==> src/rtl/axi_stream_pin_sink.sv <==
// AXI4-Stream slave that buffers 32-bit beats in a FIFO and serializes their
// kept bytes, least-significant first, onto an 8-bit valid/ready pin bus.
module axi_stream_pin_sink #(
    parameter int FIFO_DEPTH_BITS = 4
) (
    input  logic        aclk,
    input  logic        areset,
    input  logic        s_axis_tvalid,
    output logic        s_axis_tready,
    input  logic [31:0] s_axis_tdata,
    input  logic [3:0]  s_axis_tkeep,
    input  logic        s_axis_tlast,
    output logic [7:0]  data_pins,
    output logic        pin_valid,
    output logic        pin_last,
    input  logic        pin_ready
);

    localparam int DEPTH   = 1 << FIFO_DEPTH_BITS;
    localparam int ENTRY_W = 37;
    localparam logic [FIFO_DEPTH_BITS:0] DEPTH_CNT = (FIFO_DEPTH_BITS + 1)'(DEPTH);

    typedef enum logic {
        IDLE  = 1'b0,
        SHIFT = 1'b1
    } state_t;

    function automatic logic [1:0] lowest_idx(input logic [3:0] mask);
        logic [1:0] idx;
        idx = 2'd0;
        for (int i = 3; i >= 0; i--) begin
            if (mask[i]) idx = 2'(i);
        end
        return idx;
    endfunction

    function automatic logic [7:0] byte_sel(input logic [31:0] word, input logic [1:0] idx);
        logic [7:0] b;
        case (idx)
            2'd0:    b = word[7:0];
            2'd1:    b = word[15:8];
            2'd2:    b = word[23:16];
            default: b = word[31:24];
        endcase
        return b;
    endfunction

    logic [ENTRY_W-1:0]         fifo_mem_p0 [DEPTH];
    logic [ENTRY_W-1:0]         fifo_head_p0;
    logic [FIFO_DEPTH_BITS-1:0] wr_ptr;
    logic [FIFO_DEPTH_BITS-1:0] rd_ptr;
    logic [FIFO_DEPTH_BITS:0]   fifo_count;
    logic                       fifo_full;
    logic                       fifo_empty;
    logic                       push;
    logic                       pop;
    logic                       in_reset;

    state_t      state;
    state_t      state_nxt;
    logic        word_valid;
    logic [31:0] word_data_p1;
    logic [3:0]  word_mask_p1;
    logic        word_last_p1;

    logic        advance;
    logic        take_byte;
    logic        final_byte;
    logic [1:0]  sel_idx;
    logic [3:0]  mask_after;

    assign fifo_full  = (fifo_count == DEPTH_CNT);
    assign fifo_empty = (fifo_count == '0);
    // in_reset keeps tready low until the first edge seen with areset released
    assign s_axis_tready = !fifo_full && !areset && !in_reset;
    assign push          = s_axis_tvalid && s_axis_tready && (s_axis_tkeep != 4'b0000);
    assign fifo_head_p0  = fifo_mem_p0[rd_ptr];

    assign word_valid = (state == SHIFT);
    assign advance    = !pin_valid || pin_ready;
    assign sel_idx    = lowest_idx(word_mask_p1);
    assign mask_after = word_mask_p1 & ~(4'b0001 << sel_idx);
    assign take_byte  = advance && word_valid;
    assign final_byte = take_byte && (mask_after == 4'b0000);
    assign pop        = (!word_valid || final_byte) && !fifo_empty;

    always_comb begin
        state_nxt = state;
        case (state)
            IDLE:  if (pop) state_nxt = SHIFT;
            SHIFT: if (final_byte) state_nxt = pop ? SHIFT : IDLE;
        endcase
    end

    // Stage p0: FIFO storage (data only, no reset)
    always_ff @(posedge aclk) begin
        if (push) fifo_mem_p0[wr_ptr] <= {s_axis_tlast, s_axis_tkeep, s_axis_tdata};
    end

    // Stage p1: word register payload loaded on pop
    always_ff @(posedge aclk) begin
        if (pop) begin
            word_data_p1 <= fifo_head_p0[31:0];
            word_last_p1 <= fifo_head_p0[36];
        end
    end

    // Control: pointers, count, word state/mask and the pin output register
    always_ff @(posedge aclk) begin
        if (areset) begin
            in_reset     <= 1'b1;
            state        <= IDLE;
            wr_ptr       <= '0;
            rd_ptr       <= '0;
            fifo_count   <= '0;
            word_mask_p1 <= 4'b0000;
            pin_valid    <= 1'b0;
            pin_last     <= 1'b0;
            data_pins    <= 8'h00;
        end else begin
            in_reset <= 1'b0;
            state    <= state_nxt;
            if (push) wr_ptr <= wr_ptr + 1'b1;
            if (pop)  rd_ptr <= rd_ptr + 1'b1;
            case ({push, pop})
                2'b10:   fifo_count <= fifo_count + 1'b1;
                2'b01:   fifo_count <= fifo_count - 1'b1;
                default: fifo_count <= fifo_count;
            endcase

            if (pop)            word_mask_p1 <= fifo_head_p0[35:32];
            else if (take_byte) word_mask_p1 <= mask_after;

            // Stage p2: pin output register
            if (advance) begin
                if (word_valid) begin
                    pin_valid <= 1'b1;
                    pin_last  <= word_last_p1 && (mask_after == 4'b0000);
                    data_pins <= byte_sel(word_data_p1, sel_idx);
                end else begin
                    pin_valid <= 1'b0;
                    pin_last  <= 1'b0;
                end
            end
        end
    end

`ifndef SYNTHESIS
    always_ff @(posedge aclk) begin
        if (!areset && push && fifo_full)
            $error("axi_stream_pin_sink: push while fifo full");
        if (!areset && pop && fifo_empty)
            $error("axi_stream_pin_sink: pop while fifo empty");
    end
`endif

endmodule

==> config.mk <==
export PLATFORM = sky130hd
export DESIGN_NAME = axi_stream_pin_sink
export DESIGN_NICKNAME = d
export VERILOG_FILES = /design/src/rtl/axi_stream_pin_sink.sv
export SDC_FILE = /design/constraint.sdc
export NUM_CORES = 1
export LEC_CHECK = 0
export CAP_MARGIN = 10
export CORE_MARGIN = 4
export CORE_UTILIZATION = 35
export CTS_BUF_LIST = sky130_fd_sc_hd__clkbuf_4 sky130_fd_sc_hd__clkbuf_8
export CTS_CLUSTER_DIAMETER = 150
export CTS_CLUSTER_SIZE = 16
export DETAILED_ROUTE_END_ITERATION = 6
export HOLD_SLACK_MARGIN = 0.06
export PLACE_DENSITY_LB_ADDON = 0.08
export SKIP_LAST_GASP = 1
export SYNTH_ARGS = -nofsm -noshare
export SYNTH_HDL_FRONTEND = slang
export SYNTH_SLANG_ARGS = --single-unit
==> constraint.sdc <==
create_clock -name aclk -period 10.4 [get_ports aclk]
set_input_delay 1.04 -clock aclk [delete_from_list [all_inputs] [get_ports aclk]]
set_output_delay 1.04 -clock aclk [all_outputs]
set_load 0.01 [all_outputs]
==> impl_metrics.env <==
export IMPL_path_clk_slew_ns=0.10
export IMPL_setup_viol=0
export IMPL_post_cts_setup_buffer_count=0
export IMPL_r2r_slack_ns=6.67
export IMPL_synth_seq_area_share_pct=76.55
export IMPL_final_common_cell="edfxtp_1"
export IMPL_finalMaxSlewViolations=0
export IMPL_fmax_mhz=227.4
export IMPL_worst_slew_pin_slew_ns=0.9133
export IMPL_cts_tree="done"
export IMPL_finalCriticalPeriod_ns=4.398
export IMPL_ioPinCount=52
export IMPL_cp_start_kind="input port"
export IMPL_detailed_place_hpwl_mm=30.83
export IMPL_nNetsFinal=1213
export IMPL_die_x_um=277.3
export IMPL_fin_skew_ns=0.03323
export IMPL_dr_pass1_iters=6
export IMPL_grt_pass1_vias=11774
export IMPL_rows=98
export IMPL_rsz0062_at_grt="no"
export IMPL_synth_cell_types=50
export IMPL_holdCritStartpoint="pin_last$_SDFFE_PP0N_"
export IMPL_critical_path_class="input port to flip-flop"
export IMPL_clkLatencyLatePin_ns=0.66
export IMPL_endpoint_kind="flip-flop"
export IMPL_cts_hold_fix_buffers=0
export IMPL_synth_area_leaders="edfxtp_1 (74%), mux4_2 (11%), mux4_1 (5.9%)"
export IMPL_worstRegToRegCells=4
export IMPL_yosys_most_used_dff="edfxtp_1"
export IMPL_grt_max_degree=101
export IMPL_antenna_found_initial=3
export IMPL_first_iter_violations=726
export IMPL_syn2layout_area_growth_pct=9.617
export IMPL_hold_depth=2
export IMPL_dp_cells=2064
export IMPL_synth_edff_count=625
export IMPL_finalHoldViolCount=0
export IMPL_ys_warn_count=0
export IMPL_port_buffers=51
export IMPL_initial_core_util_pct=35.38
export IMPL_cp_arrival_ns=4.67
export IMPL_synth_largest_area_cell="edfxtp_1"
export IMPL_ir_drop_v=0.0001741
export IMPL_finalSetupTns_ns=0
export IMPL_status="completed"
export IMPL_via_per_inst=5.217
export IMPL_stdcell_area_um2=27820
export IMPL_placed_area_um2=26990
export IMPL_gp_congestion=0.7113
export IMPL_die_y_um=277.3
export IMPL_ys_ff_latch=658
export IMPL_period_share_pct=42.29
export IMPL_reg2reg_to="word_data_p1[23]$_DFFE_PN_"
export IMPL_hold_ws_ns=0.4620
export IMPL_hp_class="flip-flop to flip-flop"
export IMPL_numCtsBuffers=47
export IMPL_mostFrequentLayoutCells="edfxtp_1 (625), mux4_2 (124), mux4_1 (57), clkdlybuf4s50_1 (51), clkbuf_8 (49)"
export IMPL_crit_required_ns=10.67
export IMPL_layout_cells_non_filler=2133
export IMPL_netlist_instances=1098
export IMPL_grt_pass1_wl_mm=85.79
export IMPL_cts_sinks=658
export IMPL_cts_max_path_buffers=3
export IMPL_drt_wl_total_mm=58.95
export IMPL_synthArstFlopShare_pct=0
export IMPL_grt_overflow=0
export IMPL_grt_usage_pct=15.26
export IMPL_drive_gt1_share_pct=20.81
export IMPL_crit_path_max_fanout=29
export IMPL_wl_per_cell_um=27.64
export IMPL_cts_max_level=2
export IMPL_cts_resized_gates=0
export IMPL_dieArea_um2=76890
export IMPL_vias=11128
export IMPL_root_buffer="clkbuf_8"
export IMPL_worstHoldEndpoint="pin_last$_SDFFE_PP0N_"
export IMPL_coreArea_um2=71730
export IMPL_synth_top_area_share_pct=73.94
export IMPL_postSynthAreaPerCell_um2=23.12
export IMPL_syn_num_nets=1148
export IMPL_route_detailed_drc=0
export IMPL_drv_cap=0
export IMPL_synthesis_area_um2=25380
export IMPL_antenna_left=0
export IMPL_slew_headroom_pct=38.78
export IMPL_leakage_nw=8.344
export IMPL_power_density_nw_per_um2=212.5
## final cells by class
cell class                 count  area, µm²
fill                        6380      43910
sequential                   658      19440
multi-input combinational    377       5643
tap                          950       1189
clock buffer                  67      809.5
timing repair buffer          76      710.7
clock inverter                 1      16.27
inverter                       3      11.26
antenna                        1      2.502
## sequential cells by signal (all words and copies together) (netlist names), named ones only
| register | cells |
|---|---|
| fifo_mem_p0 | 592 |
| word_data_p1 | 32 |
| data_pins | 8 |
| fifo_count | 5 |
| rd_ptr | 4 |
| word_mask_p1 | 4 |
| wr_ptr | 4 |
| in_reset | 1 |
| pin_last | 1 |
| pin_valid | 1 |
| state | 1 |
| word_last_p1 | 1 |
## power by group
part	internal, mW	leakage [nW]	switching (mW)	total, mW
Combinational	0.685	1.97	0.708	1.39
Sequential	3.07	5.93	0.151	3.22
Clock	0.499	0.442	0.805	1.30
## metrics by stage
stage / worst slack (ns) / utilization (%) / total power, mW
CTS: 5.942 / 38.78 / 6.031
floorplan: 5.464 / - / 4.274
detailed placement: 5.224 / 37.63 / 4.713
global route: 5.757 / 38.79 / 6.223
finish: 6.002 / 38.79 / 5.913
global placement: 5.342 / 37.63 / 4.712
## worst max-delay path: stages
cell and delay (ns):
clkdlybuf4s50_1 0.87, o41ai_1 0.26, a2111oi_4 0.61, nand2_1 0.40, nor3_2 0.79, buf_4 0.66
## layer usage
| metal | track usage, % | up-vias | share of wire [%] |
|---|---|---|---|
| li1 | - | 4762 | - |
| met4 | 2.900 | 2 | 1.5 |
| met2 | 24.92 | 164 | 48 |
| met1 | 22.04 | 6146 | 47 |
| met5 | 0 | - | 0.022 |
| met3 | 2.382 | 54 | 3.3 |
## kinds of logic after synthesis
family	count (synthesis)	share of synthesized area [%]
compound gates	64	1.770
xor+xnor	8	0.2761
fa+ha+maj	9	0.4437
buf+inv	63	1.701
flops	658	76.55
mux	186	17.11
simple gates	110	2.154
## how the worst max path moves through the flow
stage	from	endpoint	slack [ns]
floorplan	areset	fifo_mem_p0[3][0]$_DFFE_PP_	5.46
global placement	s_axis_tkeep[1]	fifo_mem_p0[3][13]$_DFFE_PP_	5.34
detailed placement	s_axis_tkeep[1]	fifo_mem_p0[3][12]$_DFFE_PP_	5.22
CTS	s_axis_tkeep[1]	fifo_mem_p0[3][21]$_DFFE_PP_	5.94
global route	s_axis_tkeep[1]	fifo_mem_p0[3][21]$_DFFE_PP_	5.76
finish	s_axis_tkeep[1]	fifo_mem_p0[3][21]$_DFFE_PP_	6.00
## cells in the mapped netlist, types with 6 or more instances
library cell,instances
mux4_2,124
edfxtp_1,625
nand2_1,19
a211oi_1,12
buf_1,7
nand2b_1,6
mux4_1,57
clkbuf_1,18
nor2b_1,11
a22oi_1,8
dfxtp_1,33
ha_1,9
xor2_1,6
buf_2,18
buf_12,6
a21oi_1,22
nor3_1,8
buf_6,9
nor2_1,42
(Power assumes the default switching activity.)
